`src/rtl/mm_ctrl_pkg.sv`:
```
// Shared encodings for the multicycle control FSM: opcodes, function codes,
// ALU operations, state numbering and the datapath mux select codes.
package mm_ctrl_pkg;

  localparam logic [5:0] OP_R    = 6'b000000;
  localparam logic [5:0] OP_J    = 6'b000010;
  localparam logic [5:0] OP_JAL  = 6'b000011;
  localparam logic [5:0] OP_BEQ  = 6'b000100;
  localparam logic [5:0] OP_BNE  = 6'b000101;
  localparam logic [5:0] OP_ADDI = 6'b001000;
  localparam logic [5:0] OP_ANDI = 6'b001100;
  localparam logic [5:0] OP_ORI  = 6'b001101;
  localparam logic [5:0] OP_LW   = 6'b100011;
  localparam logic [5:0] OP_SW   = 6'b101011;

  localparam logic [5:0] FN_ADD = 6'b100000;
  localparam logic [5:0] FN_SUB = 6'b100010;
  localparam logic [5:0] FN_AND = 6'b100100;
  localparam logic [5:0] FN_OR  = 6'b100101;
  localparam logic [5:0] FN_SLT = 6'b101010;

  localparam logic [2:0] ALUC_ADD = 3'b000;
  localparam logic [2:0] ALUC_SUB = 3'b001;
  localparam logic [2:0] ALUC_AND = 3'b010;
  localparam logic [2:0] ALUC_OR  = 3'b011;
  localparam logic [2:0] ALUC_SLT = 3'b100;

  localparam logic [1:0] WB_ALUOUT = 2'b00;
  localparam logic [1:0] WB_MDR    = 2'b01;
  localparam logic [1:0] WB_PC     = 2'b10;

  localparam logic [1:0] PC_ALU    = 2'b00;
  localparam logic [1:0] PC_ALUOUT = 2'b01;
  localparam logic [1:0] PC_JUMP   = 2'b10;

  localparam logic [1:0] SRCB_REGB = 2'b00;
  localparam logic [1:0] SRCB_FOUR = 2'b01;
  localparam logic [1:0] SRCB_EXT  = 2'b10;
  localparam logic [1:0] SRCB_BR   = 2'b11;

  typedef enum logic [2:0] {
    S_IF  = 3'd0,
    S_ID  = 3'd1,
    S_EXE = 3'd2,
    S_MEM = 3'd3,
    S_WB  = 3'd4
  } state_t;

endpackage

```
`src/rtl/alu_func_decode.sv`:
```
// R-type function field decoder: ALU operation plus a legality flag, shared
// by the decode-stage legality check and the execute-stage ALU control.
module alu_func_decode
  import mm_ctrl_pkg::*;
(
  input  logic [5:0] i_func,
  output logic [2:0] o_aluc,
  output logic       o_valid
);

  always_comb begin
    o_aluc  = ALUC_ADD;
    o_valid = 1'b1;
    case (i_func)
      FN_ADD:  o_aluc = ALUC_ADD;
      FN_SUB:  o_aluc = ALUC_SUB;
      FN_AND:  o_aluc = ALUC_AND;
      FN_OR:   o_aluc = ALUC_OR;
      FN_SLT:  o_aluc = ALUC_SLT;
      default: o_valid = 1'b0;
    endcase
  end

endmodule

```
`src/rtl/multicycle_ctrl.sv`:
```
// Multicycle CPU control FSM: sequences IF/ID/EXE/MEM/WB per instruction and
// drives datapath mux selects and write strobes, with a memory-wait watchdog.
module multicycle_ctrl
  import mm_ctrl_pkg::*;
#(
  parameter int TIMEOUT = 255
) (
  input  logic       clk,
  input  logic       rst_n,
  input  logic [5:0] op,
  input  logic [5:0] func,
  input  logic       zero,
  input  logic       mem_ready,
  output logic       pc_write,
  output logic       ir_write,
  output logic       i_or_d,
  output logic       mem_write,
  output logic       reg_write,
  output logic       reg_dst,
  output logic       link,
  output logic [1:0] wb_sel,
  output logic       alu_src_a,
  output logic [1:0] alu_src_b,
  output logic       ext_sign,
  output logic [2:0] aluc,
  output logic [1:0] pc_src,
  output logic       retire,
  output logic       illegal,
  output logic       bus_err,
  output logic [2:0] state
);

  localparam int CW = (TIMEOUT > 1) ? $clog2(TIMEOUT + 1) : 1;

  state_t          r_state;
  state_t          w_next;
  logic [CW-1:0]   r_waitCnt;
  logic            w_waiting;
  logic            w_timeout;
  logic            w_legal;
  logic [2:0]      w_funcAluc;
  logic            w_funcValid;

  alu_func_decode u_func_dec (
    .i_func  (func),
    .o_aluc  (w_funcAluc),
    .o_valid (w_funcValid)
  );

  assign w_waiting = ((r_state == S_IF) || (r_state == S_MEM)) && !mem_ready;
  assign w_timeout = (TIMEOUT > 0) && w_waiting && (r_waitCnt == CW'(TIMEOUT));
  assign state     = r_state;

  always_comb begin
    case (op)
      OP_R:    w_legal = w_funcValid;
      OP_ADDI, OP_ANDI, OP_ORI, OP_LW, OP_SW, OP_BEQ, OP_BNE: w_legal = 1'b1;
      default: w_legal = 1'b0;
    endcase
  end

  always_ff @(posedge clk or negedge rst_n) begin
    if (!rst_n) r_state <= S_IF;
    else        r_state <= w_next;
  end

  // The counter saturates at TIMEOUT, so with TIMEOUT = 0 it simply idles at zero.
  always_ff @(posedge clk or negedge rst_n) begin
    if (!rst_n)
      r_waitCnt <= '0;
    else if ((w_next != r_state) || w_timeout)
      r_waitCnt <= '0;
    else if (w_waiting && (r_waitCnt != CW'(TIMEOUT)))
      r_waitCnt <= r_waitCnt + 1'b1;
  end

  always_comb begin
    w_next    = r_state;
    pc_write  = 1'b0;
    ir_write  = 1'b0;
    i_or_d    = 1'b0;
    mem_write = 1'b0;
    reg_write = 1'b0;
    reg_dst   = 1'b0;
    link      = 1'b0;
    wb_sel    = WB_ALUOUT;
    alu_src_a = 1'b0;
    alu_src_b = SRCB_REGB;
    ext_sign  = 1'b0;
    aluc      = ALUC_ADD;
    pc_src    = PC_ALU;
    retire    = 1'b0;
    illegal   = 1'b0;
    bus_err   = 1'b0;
    case (r_state)
      S_IF: begin
        alu_src_b = SRCB_FOUR;
        // Reset parks the FSM here; gating keeps the fetch strobes quiet meanwhile.
        if (w_timeout) begin
          bus_err = 1'b1;
        end else if (mem_ready) begin
          pc_write = rst_n;
          ir_write = rst_n;
          w_next   = S_ID;
        end
      end
      S_ID: begin
        alu_src_b = SRCB_BR;
        if ((op == OP_J) || (op == OP_JAL)) begin
          pc_src   = PC_JUMP;
          pc_write = 1'b1;
          retire   = 1'b1;
          w_next   = S_IF;
          if (op == OP_JAL) begin
            reg_write = 1'b1;
            link      = 1'b1;
            wb_sel    = WB_PC;
          end
        end else if (!w_legal) begin
          illegal = 1'b1;
          w_next  = S_IF;
        end else begin
          w_next = S_EXE;
        end
      end
      S_EXE: begin
        // regA is the first ALU operand for every execute form.
        alu_src_a = 1'b1;
        case (op)
          OP_R: begin
            aluc   = w_funcAluc;
            w_next = S_WB;
          end
          OP_ADDI: begin
            alu_src_b = SRCB_EXT;
            ext_sign  = 1'b1;
            w_next    = S_WB;
          end
          OP_ANDI, OP_ORI: begin
            alu_src_b = SRCB_EXT;
            aluc      = (op == OP_ANDI) ? ALUC_AND : ALUC_OR;
            w_next    = S_WB;
          end
          OP_LW, OP_SW: begin
            alu_src_b = SRCB_EXT;
            ext_sign  = 1'b1;
            w_next    = S_MEM;
          end
          OP_BEQ, OP_BNE: begin
            aluc     = ALUC_SUB;
            pc_src   = PC_ALUOUT;
            pc_write = (op == OP_BEQ) ? zero : ~zero;
            retire   = 1'b1;
            w_next   = S_IF;
          end
          default: w_next = S_IF;
        endcase
      end
      S_MEM: begin
        i_or_d = 1'b1;
        if (w_timeout) begin
          bus_err = 1'b1;
          w_next  = S_IF;
        end else if (op == OP_SW) begin
          mem_write = 1'b1;
          if (mem_ready) begin
            retire = 1'b1;
            w_next = S_IF;
          end
        end else if (mem_ready) begin
          w_next = S_WB;
        end
      end
      S_WB: begin
        reg_write = 1'b1;
        reg_dst   = (op == OP_R);
        wb_sel    = (op == OP_LW) ? WB_MDR : WB_ALUOUT;
        retire    = 1'b1;
        w_next    = S_IF;
      end
      default: w_next = S_IF;
    endcase
  end

endmodule

```
`config.mk`:
```
export PLATFORM = sky130hd
export DESIGN_NAME = multicycle_ctrl
export DESIGN_NICKNAME = d
export VERILOG_FILES = /design/src/rtl/mm_ctrl_pkg.sv /design/src/rtl/alu_func_decode.sv /design/src/rtl/multicycle_ctrl.sv
export SDC_FILE = /design/constraint.sdc
export NUM_CORES = 1
export LEC_CHECK = 0
export BUFFER_PORTS_ARGS = -buffer_cell sky130_fd_sc_hd__buf_2
export CORE_AREA = 2 2 50 52
export DETAILED_ROUTE_END_ITERATION = 8
export DIE_AREA = 0 0 52 54
export PLACE_DENSITY = 0.8
export SYNTH_ARGS = -nofsm -noshare
export SYNTH_HDL_FRONTEND = slang
export SYNTH_HIERARCHICAL = 1
export SYNTH_SLANG_ARGS = --single-unit
```
`constraint.sdc`:
```
create_clock -name clk -period 1.55 [get_ports clk]
set_input_delay 0.155 -clock clk [delete_from_list [all_inputs] [get_ports clk]]
set_output_delay 0.155 -clock clk [all_outputs]
set_load 0.05 [all_outputs]
```
**After elaboration in Yosys (flattened, before gate mapping)**

Index checks and enable logic that the tools add are counted.

- Flip-flop bits (word level): 11
- Bits of input ports: 16
- Output and inout bits: 24
- Word-level logic and storage cells: 100

- Add/subtract/negate cells: 1
- Equality and inequality tests: 21
- Muxes and demuxes: 56
- Bitwise logic cells: 1
- Reductions and logical operators: 19

Operators by type and width:

| cell | number |
|---|---|
| 6-bit == test, second input constant | 7 |
| 1-bit two-way mux | 30 |
| 3-bit case mux with 4 select lines | 2 |
| 3-bit two-way mux | 7 |
| 6-bit by 4-bit == test with 1-bit output, second input constant | 3 |
| 8-bit two-way mux | 2 |
| 6-bit by 2-bit == test with 1-bit output, second input constant | 2 |
| 6-bit by 3-bit == test with 1-bit output, second input constant | 2 |
| 2-bit two-way mux | 6 |
| 5-bit OR reduction | 2 |
| 3-bit case mux with 3 select lines | 1 |
| 8-bit by 1-bit adder with 8-bit output, second input constant | 1 |
| 8-bit == test, second input constant | 1 |
| 8-bit != test, second input constant | 1 |
| 2-bit case mux with 2 select lines | 2 |
| 2-bit OR reduction | 4 |
| 7-bit OR reduction | 1 |
| 3-bit by 2-bit == test with 1-bit output, second input constant | 2 |
| 6-bit logical NOT | 1 |
| 2-bit case mux with 3 select lines | 1 |
| 3-bit case mux with 2 select lines | 1 |
| 1-bit case mux with 2 select lines | 2 |
| 1-bit case mux with 4 select lines | 1 |
| 4-bit OR reduction | 1 |
| other kinds (11) | 15 |

**Logic depth before layout (Yosys ltp)**

Gate-level depths: netlist (run 1).

- Depth after elaboration: 10
- Gate-level depth with buffers: 6
- Depth with buffers taken out: 5

**Modules after synthesis**

The synthesis (run 1) kept the hierarchy.

Modules (own cells, without submodules):

| module | times used | cells an instance | area an instance (µm²) | sequential area each (µm²) |
|---|---|---|---|---|
| multicycle_ctrl | 1 | 106 | 827.0 | 275.3 |
| alu_func_decode | 1 | 10 | 83.8 | 0.0 |

**Worst setup path before layout (run 1)**

Ideal clock, no wire load.

- Kind: input -> output
- From: input op[3]
- To: output alu_src_b[1]
- Arrival: 2,894 ps
- Required time: 1,395 ps
- Path slack: -1,499 ps
- Stages on the path: 5
- Buffers on the path: 1
- Cell sequence: buf_6 or4b_1 a211oi_1 a21oi_1 a2111oi_1

- Word-level cells in the longest chain between the ends: 4
- Elaborated cells between the ends (all ways): 8
- Classes of those cells: eq/ne (5); mux (2); reduce/logical (1)

Ends and longest elaborated chain:

| what | RTL line | text |
|---|---|---|
| start, declared | multicycle_ctrl.sv:10 | `input logic [5:0] op,` |
| 6-bit by 4-bit == test with 1-bit output or 6-bit == test (tied branches) | multicycle_ctrl.sv:129 | `case (op)` |
| 5-bit OR reduction (no line) * | n/a |  |
| 2-bit two-way mux * | multicycle_ctrl.sv:129 |  |
| 2-bit case mux with 3 select lines * | multicycle_ctrl.sv:95 | `case (r_state)` |
| end, declared | multicycle_ctrl.sv:23 | `output logic [1:0] alu_src_b,` |

Every way passes the cells marked *; elsewhere a longest branch is shown, timed or not.

**Worst setup path in the final report (run 1)**

- From: input op[4]
- To: output reg_write

- Word-level cells in the longest chain between the ends: 4
- Elaborated cells between the ends (all ways): 6
- Classes of those cells: eq/ne (2); mux (3); reduce/logical (1)

Ends and longest elaborated chain:

| what | RTL line | text |
|---|---|---|
| 6-bit by 2-bit == test with 1-bit output, on equally long branches | multicycle_ctrl.sv:109, multicycle_ctrl.sv:114 |  |
| 1-bit two-way mux or 1-bit logical OR (tied branches) | multicycle_ctrl.sv:114, multicycle_ctrl.sv:109 |  |
| 1-bit two-way mux * | multicycle_ctrl.sv:109 | `if ((op == OP_J) \|\| (op == OP_JAL)) begin` |
| 1-bit case mux with 2 select lines * | multicycle_ctrl.sv:95 |  |
| end, declared | multicycle_ctrl.sv:18 | `output logic reg_write,` |

Marked as above.

==> results of run 1 <==
[logic make-up after synthesis]
family,after synthesis,share of synthesized area
xor+xnor,6,0.05770
mux,1,0.01236
buf+inv,9,0.05356
compound gates,19,0.1456
simple gates,69,0.4148
flops,11,0.3022
fa+ha+maj,1,0.01373
[worst paths after layout]
check                                            to  slack (ps)                      from
min in group asynchronous  r_waitCnt[3]$_DFFE_PN0P_         360                     rst_n
min                        r_waitCnt[4]$_DFFE_PN0P_         140                 mem_ready
max in group asynchronous        state[2]$_DFF_PN0_        1030                     rst_n
max reg2reg                r_waitCnt[2]$_DFFE_PN0P_          90  r_waitCnt[0]$_DFFE_PN0P_
min reg2reg                r_waitCnt[0]$_DFFE_PN0P_         540  r_waitCnt[0]$_DFFE_PN0P_
max                                       reg_write        -400                     op[4]
[layer usage]
layer	up-vias	wire, µm	share of wire
met3	39	436	0.092
met1	621	1651	0.35
li1	587	-	-
met2	120	2319	0.49
met4	0	336	0.071
met5	-	0	0
[critical path, stage by stage]
cell	delay (ps)
sky130_fd_sc_hd__buf_6	100
sky130_fd_sc_hd__or3_4	380
sky130_fd_sc_hd__or3b_4	380
sky130_fd_sc_hd__or3_4	420
sky130_fd_sc_hd__o21ai_4	180
sky130_fd_sc_hd__buf_6	170
[synth_stat cells (all sizes together)]
| cell | instances | area (µm²) |
|---|---|---|
| inv | 6 | 22.52 |
| a31o | 1 | 8.760 |
| or3 | 3 | 23.77 |
| xor2 | 3 | 26.28 |
| nand3b | 1 | 7.510 |
| or3b | 2 | 17.52 |
| nand2 | 11 | 41.29 |
| o21ai | 5 | 28.78 |
| nor4 | 3 | 18.77 |
| buf | 2 | 22.52 |
| nor2 | 17 | 63.81 |
| and2b | 1 | 8.760 |
| nor2b | 2 | 12.51 |
| mux2 | 1 | 11.26 |
| a211oi | 4 | 35.03 |
| nand4bb | 1 | 11.26 |
| o211ai | 2 | 15.01 |
| and2 | 4 | 25.02 |
| ha | 1 | 12.51 |
| nor4b | 1 | 8.760 |
| a21oi | 4 | 20.02 |
| and3 | 5 | 31.28 |
| nand4 | 4 | 25.02 |
| xnor2 | 3 | 26.28 |
| nor3 | 4 | 20.02 |
| nand2b | 3 | 18.77 |
| a22oi | 1 | 7.510 |
| dfrtp | 11 | 275.3 |
| a2111oi | 1 | 10.01 |
| o31ai | 1 | 7.510 |
| or4b | 1 | 10.01 |
| clkbuf | 1 | 3.750 |
| nand3 | 5 | 25.02 |
| and4 | 1 | 8.760 |
[state kept, by name, indices dropped and copies added, names as in the netlist]
register,cells
state,3
r_waitCnt,8
[power groups by stage]
stage | Sequential, µW | Combinational [µW] | Clock (µW)
6_report | 308 | 386 | 207
4_1_cts | 306 | 336 | 205
3_5_place_dp | 312 | 281 | 0
2_1_floorplan | 328 | 138 | 0
5_1_grt | 309 | 400 | 218
3_3_place_gp | 311 | 274 | 0
[area by class of cell]
cell class,instances,area (µm²)
well taps,30,37.54
diodes,1,2.502
fillers,121,397.9
flip-flops and latches,11,279.0
multi-input cells,96,818.3
clock buffers,4,26.28
inverters,6,26.28
repair buffers,83,732.0
[per-stage QoR]
step	total power (µW)	instance area [µm²]	hold slack, ps
final	901.5	1922	141.6
after global routing	926.4	1922	146.7
after CTS	846.7	1817	115.3
after detailed placement	593.1	1498	114.2
after global placement	585.4	1498	109.8
after floorplan	465.1	1050	-140.6
[timing repair]
item / CTS / global route
buffers inserted: 7 / 5
endpoints found under the hold margin: 11 / 0
hold buffers: 1 / 0
setup endpoints to repair: 21 / 26
pin swaps: 18 / 10
gates resized for setup: 68 / 24
==> flow_metrics.env, run 1 <==
export IMPL_grt_use_met2=0.5316
export IMPL_number_of_antenna_violations_at_the_first_check_in_global_routing=1
export IMPL_global_route_overflow_total=0
export IMPL_clock_tree_root_cell="sky130_fd_sc_hd__clkbuf_4"
export IMPL_final_hold_violation_count=0
export IMPL_drtAntennaViolNets=0
export IMPL_syn_area_um2=910.9
export IMPL_htree_num_levels=1
export IMPL_worst_path_arrival_ps=1790
export IMPL_worst_setup_path_start_kind="input pin"
export IMPL_cap_viol_max_count=0
export IMPL_cellLeakagePower_uw=0.0008564
export IMPL_fp_dieH_um=54
export IMPL_power_switching_fraction=0.3758
export IMPL_worst_slew_pin_slew_ps=409.9
export IMPL_pwr_density_cell_mw_per_mm2=469.1
export IMPL_met3_track_demand_over_resource_in_global_routing=0.06111
export IMPL_dpl_cell_count=216
export IMPL_tritoncts="yes"
export IMPL_area_inside_the_core_boundary_mm2=0.002320
export IMPL_sequentialPowerShare=0.342
export IMPL_worst_case_reg_to_reg_path_depth=6
export IMPL_layout_commonest_cell="sky130_fd_sc_hd__buf_4"
export IMPL_detailedPlace_worstSlack_ps=-579.9
export IMPL_avgViaCountPerCell=5.918
export IMPL_finalNetCount=218
export IMPL_syn_num_nets=133
export IMPL_finalNonFillerCells=231
export IMPL_ff_latch_count_synth=11
export IMPL_final_core_occ=0.8285
export IMPL_die_area_mm2=0.002808
export IMPL_drt_pass1_iter_count=4
export IMPL_drc=0
export IMPL_post_dp_hpwl_um=2259
export IMPL_rsz0062_at_grt="true"
export IMPL_commonest_non_fill_non_tap_cells_in_the_layout="sky130_fd_sc_hd__buf_4, sky130_fd_sc_hd__buf_6, sky130_fd_sc_hd__buf_2"
export IMPL_period_share=1.258
export IMPL_maxSlewHeadroom=0.7229
export IMPL_floorplan_io_pins=40
export IMPL_gp_congestion=0.8185
export IMPL_postRouteWirelength_um=4743
export IMPL_clock_skew_final_ps=2.056
export IMPL_setup_ws_ps=-399.5
export IMPL_clk_latency_ps=290
export IMPL_post_synth_num_cell_types=37
export IMPL_clock_power_share=0.230
export IMPL_min_delay_path_class="input pin to flop"
export IMPL_maximum_fanout_along_the_worst_path=6
export IMPL_power_combinational_fraction=0.428
export IMPL_failing_checks="negative setup slack"
export IMPL_post_synthesis_sequential_area_ratio=0.3022
export IMPL_netlist_instances=116
export IMPL_port_buffers=39
export IMPL_fin_tns_setup_ps=-4454
export IMPL_core_rowCount=18
export IMPL_critPathKind="input pin to primary output"
export IMPL_worstSetupEndpointType="primary output"
export IMPL_start_util=0.3927
export IMPL_hold_path_cell_count=2
export IMPL_first_iter_violations=44
export IMPL_grt_busiest_layer="met2"
export IMPL_grt_util_met1=0.3179
export IMPL_vdd_ir_drop_max_v=0.0004769
export IMPL_cts_num_sinks=11
export IMPL_global_route_usage_sum=0.2962
export IMPL_setup_viol_count_final=20
export IMPL_total_switching_power_uw=338.8
export IMPL_avgSynthCellArea_um2=7.852
export IMPL_grt_start_max_net_pins=12
export IMPL_route_vias_total=1367
export IMPL_cts_reportedPaths_clkPinSlew_ps=70
export IMPL_finalCriticalPeriod_ps=1950
export IMPL_cts_path_max_buffers=2
export IMPL_achievable_frequency_mhz=512.9
export IMPL_syn2layout_area_growth_pct=111.0
export IMPL_yosysWarningCount=6
export IMPL_die_wd_um=52
export IMPL_grt_pass1_wl_um=5899
export IMPL_critical_path_required_ps=1390
export IMPL_avgRoutedWirePerCell_um=20.53
export IMPL_grt_pass1_vias=1237
export IMPL_power_internal_uw=562.7
export IMPL_post_route_cells_drive_above_1_share=0.6650
export IMPL_outcome="complete, but fails checks"
export IMPL_finalMaxSlewViolations=0
export IMPL_cts_buffers_inserted=3
Note: power is estimated with default switching activity, not from simulation.
==> inputs of run 2 (changes only) <==
Settings changed: ABC_AREA set to 1, CORE_AREA 2 2 50 52 to 2 2 52 54, DIE_AREA 0 0 52 54 to 0 0 54 56, PLACE_DENSITY 0.8 to 0.78.
==> flow_metrics.env, run 2 <==
export IMPL_postRouteWirelength_um=3205
export IMPL_setup_ws_ps=-146.6
export IMPL_clock_power_share=0.220
export IMPL_sequentialPowerShare=0.360
export IMPL_core_rowCount=18
export IMPL_grt_pass1_wl_um=4809
export IMPL_cts_buffers_inserted=3
export IMPL_htree_num_levels=1
export IMPL_rsz0062_at_grt="true"
export IMPL_power_internal_uw=534.3
export IMPL_post_dp_hpwl_um=2279
export IMPL_final_core_occ=0.7459
export IMPL_avgRoutedWirePerCell_um=12.87
export IMPL_floorplan_io_pins=40
export IMPL_post_synth_num_cell_types=26
export IMPL_finalCriticalPeriod_ps=1697
export IMPL_vdd_ir_drop_max_v=0.0005912
export IMPL_grt_start_max_net_pins=12
export IMPL_drc=0
export IMPL_ff_latch_count_synth=11
export IMPL_post_synth_top_count_cell="sky130_fd_sc_hd__nand2_1"
export IMPL_syn2layout_area_growth_pct=82.85
export IMPL_finalNetCount=237
export IMPL_setup_viol_count_final=14
export IMPL_grt_pass1_vias=1187
export IMPL_clk_latency_ps=270
export IMPL_dpl_cell_count=232
export IMPL_syn_num_nets=171
export IMPL_registers_top_by_ff_count="r_waitCnt"
export IMPL_pwr_density_cell_mw_per_mm2=472.6
export IMPL_cellLeakagePower_uw=0.0009549
export IMPL_gp_congestion=0.8189
export IMPL_worstPathCellList="buf_6 -> nand3_4 -> clkinvlp_4 -> nand2_1 -> o211ai_1 -> buf_4"
export IMPL_global_route_overflow_total=0
export IMPL_commonest_non_fill_non_tap_cells_in_the_layout="sky130_fd_sc_hd__nand2_1, sky130_fd_sc_hd__inv_1, sky130_fd_sc_hd__nor2_1, sky130_fd_sc_hd__buf_2"
export IMPL_critPathKind="flop to primary output"
export IMPL_worst_path_arrival_ps=1540
export IMPL_layout_commonest_cell="sky130_fd_sc_hd__nand2_1"
export IMPL_cts_reportedPaths_clkPinSlew_ps=60
export IMPL_drtAntennaViolNets=0
export IMPL_power_switching_fraction=0.3768
export IMPL_worst_slew_pin_slew_ps=375.2
export IMPL_final_hold_violation_count=0
export IMPL_total_switching_power_uw=323.1
export IMPL_first_iter_violations=31
export IMPL_critical_path_required_ps=1390
export IMPL_tritoncts="yes"
export IMPL_delay_contributed_by_the_slowest_stage_of_the_critical_path_ps=430
export IMPL_finalPower_uw=857.4
export IMPL_avgSynthCellArea_um2=6.443
export IMPL_syn_area_um2=992.2
export IMPL_drt_pass1_iter_count=4
export IMPL_largest_register_ffs=8
export IMPL_crit_slowest_cell="sky130_fd_sc_hd__dfrtp_2"
export IMPL_die_area_mm2=0.003024
export IMPL_antenna_diode_count=0
export IMPL_commonest_cells_post_synth="sky130_fd_sc_hd__nand2_1, sky130_fd_sc_hd__inv_1, sky130_fd_sc_hd__nand3_1, sky130_fd_sc_hd__nor2_1, sky130_fd_sc_hd__dfrtp_1"
export IMPL_maxSlewHeadroom=0.7490
export IMPL_avgViaCountPerCell=5.092
export IMPL_cts_path_max_buffers=2
export IMPL_number_of_antenna_violations_at_the_first_check_in_global_routing=0
export IMPL_worstSetupEndpointType="primary output"
export IMPL_cts_num_sinks=11
export IMPL_synth_enable_flop_cells=0
export IMPL_outcome="complete, but fails checks"
export IMPL_route_vias_total=1268
export IMPL_synth_top_cell_area_share=0.2774
export IMPL_yosys_top_cell_by_area="sky130_fd_sc_hd__dfrtp_1"
export IMPL_netlist_instances=154
export IMPL_fp_dieH_um=56
export IMPL_ys_flop_type="sky130_fd_sc_hd__dfrtp_1"
export IMPL_worst_setup_path_start_kind="flop"
export IMPL_port_buffers=39
export IMPL_fin_tns_setup_ps=-1179
export IMPL_area_inside_the_core_boundary_mm2=0.002432
export IMPL_synthArstFlopShare=1.000
export IMPL_min_delay_path_class="input pin to flop"
export IMPL_post_synthesis_sequential_area_ratio=0.2774
export IMPL_achievable_frequency_mhz=589.4
export IMPL_die_wd_um=54
export IMPL_period_share=1.095
export IMPL_cap_viol_max_count=0
export IMPL_synth_top_cells_by_area="sky130_fd_sc_hd__dfrtp_1, sky130_fd_sc_hd__nand3_1, sky130_fd_sc_hd__nand2_1"
export IMPL_failing_checks="negative setup slack"
export IMPL_global_route_usage_sum=0.2088
export IMPL_clock_skew_final_ps=1.682
export IMPL_finalMaxSlewViolations=0
export IMPL_clock_tree_root_cell="sky130_fd_sc_hd__clkbuf_4"
export IMPL_yosysWarningCount=6
export IMPL_start_util=0.4079
export IMPL_finalNonFillerCells=249
export IMPL_power_combinational_fraction=0.421
export IMPL_post_route_cells_drive_above_1_share=0.5388
export IMPL_maximum_fanout_along_the_worst_path=4
run 2: cell count changes after synthesis, moves of 5 or more:
cell,delta
sky130_fd_sc_hd__nand3_1,+19
sky130_fd_sc_hd__nor2_1,+7
sky130_fd_sc_hd__nand2_1,+17
sky130_fd_sc_hd__inv_2,+5
sky130_fd_sc_hd__nor2_2,+9
sky130_fd_sc_hd__inv_1,+20
run 2: cell type report:
type / count / area (µm²)
clock buffer: 4 / 26.28
fill: 172 / 618.1
inverter: 31 / 133.9
multi-input combinational: 112 / 819.5
sequential: 11 / 279.0
tap: 30 / 37.54
timing repair buffer: 61 / 518.0
run 2: what timing repair did:
action / CTS / global route
gates cloned: 0 / 0
hold buffers: 1 / 0
resized for setup: 41 / 24
endpoints found under the hold margin: 11 / 0
setup endpoints to repair: 19 / 21
setup buffers: 8 / 5
pin swaps: 10 / 8
run 2: cell families after synthesis:
| group | synth area share |
|---|---|
| AO/OA/AOI/OAI | 0.06305 |
| adder cells (fa/ha/maj) | 0.01261 |
| flip-flops | 0.2774 |
| buffers and inverters | 0.1173 |
| XOR/XNOR | 0.03532 |
| AND/OR/NAND/NOR | 0.4943 |
run 2: path summary, 6_finish.rpt:
check | startpoint | to | slack [ps] | cells after the start
max | state[1]$_DFF_PN0_ | retire | -150 | 6
min | mem_ready | state[0]$_DFF_PN0_ | 210 | 3
max reg2reg | state[0]$_DFF_PN0_ | state[1]$_DFF_PN0_ | 0 | 9
min reg2reg | r_waitCnt[7]$_DFFE_PN0P_ | r_waitCnt[7]$_DFFE_PN0P_ | 520 | 2
max in group asynchronous | rst_n | state[1]$_DFF_PN0_ | 1000 | 3
min in group asynchronous | rst_n | r_waitCnt[6]$_DFFE_PN0P_ | 390 | 3
run 2: metrics by stage:
step	worst slack [ps]	area, µm²	hold slack, ps
final	-146.6	1814	209.9
after global routing	-214.3	1814	236.9
after CTS	-86.60	1703	198.5
after detailed placement	42.70	1469	100.3
after global placement	71.59	1469	102.8
after floorplan	-458.2	1169	-140.6
run 2: critical path, delay by kind of cell (launching register included):
family / cells / cell delay, ps
buf+inv: 3 / 480
flops: 1 / 430
compound gates: 1 / 220
simple gates: 2 / 150
run 2: layer usage:
layer,routed length (µm),share of wire,track usage
met5,0,0,0
met4,71,0.022,0.09643
met3,150,0.047,0.03763
met2,1804,0.56,0.3868
met1,1179,0.37,0.2137
run 2: power groups by stage:
stage	combinational, µW	clock [µW]	sequential (µW)
after floorplan	172	0	327
after global placement	271	0	312
after detailed placement	276	0	313
after CTS	320	193	309
after global routing	387	203	309
final	361	188	308
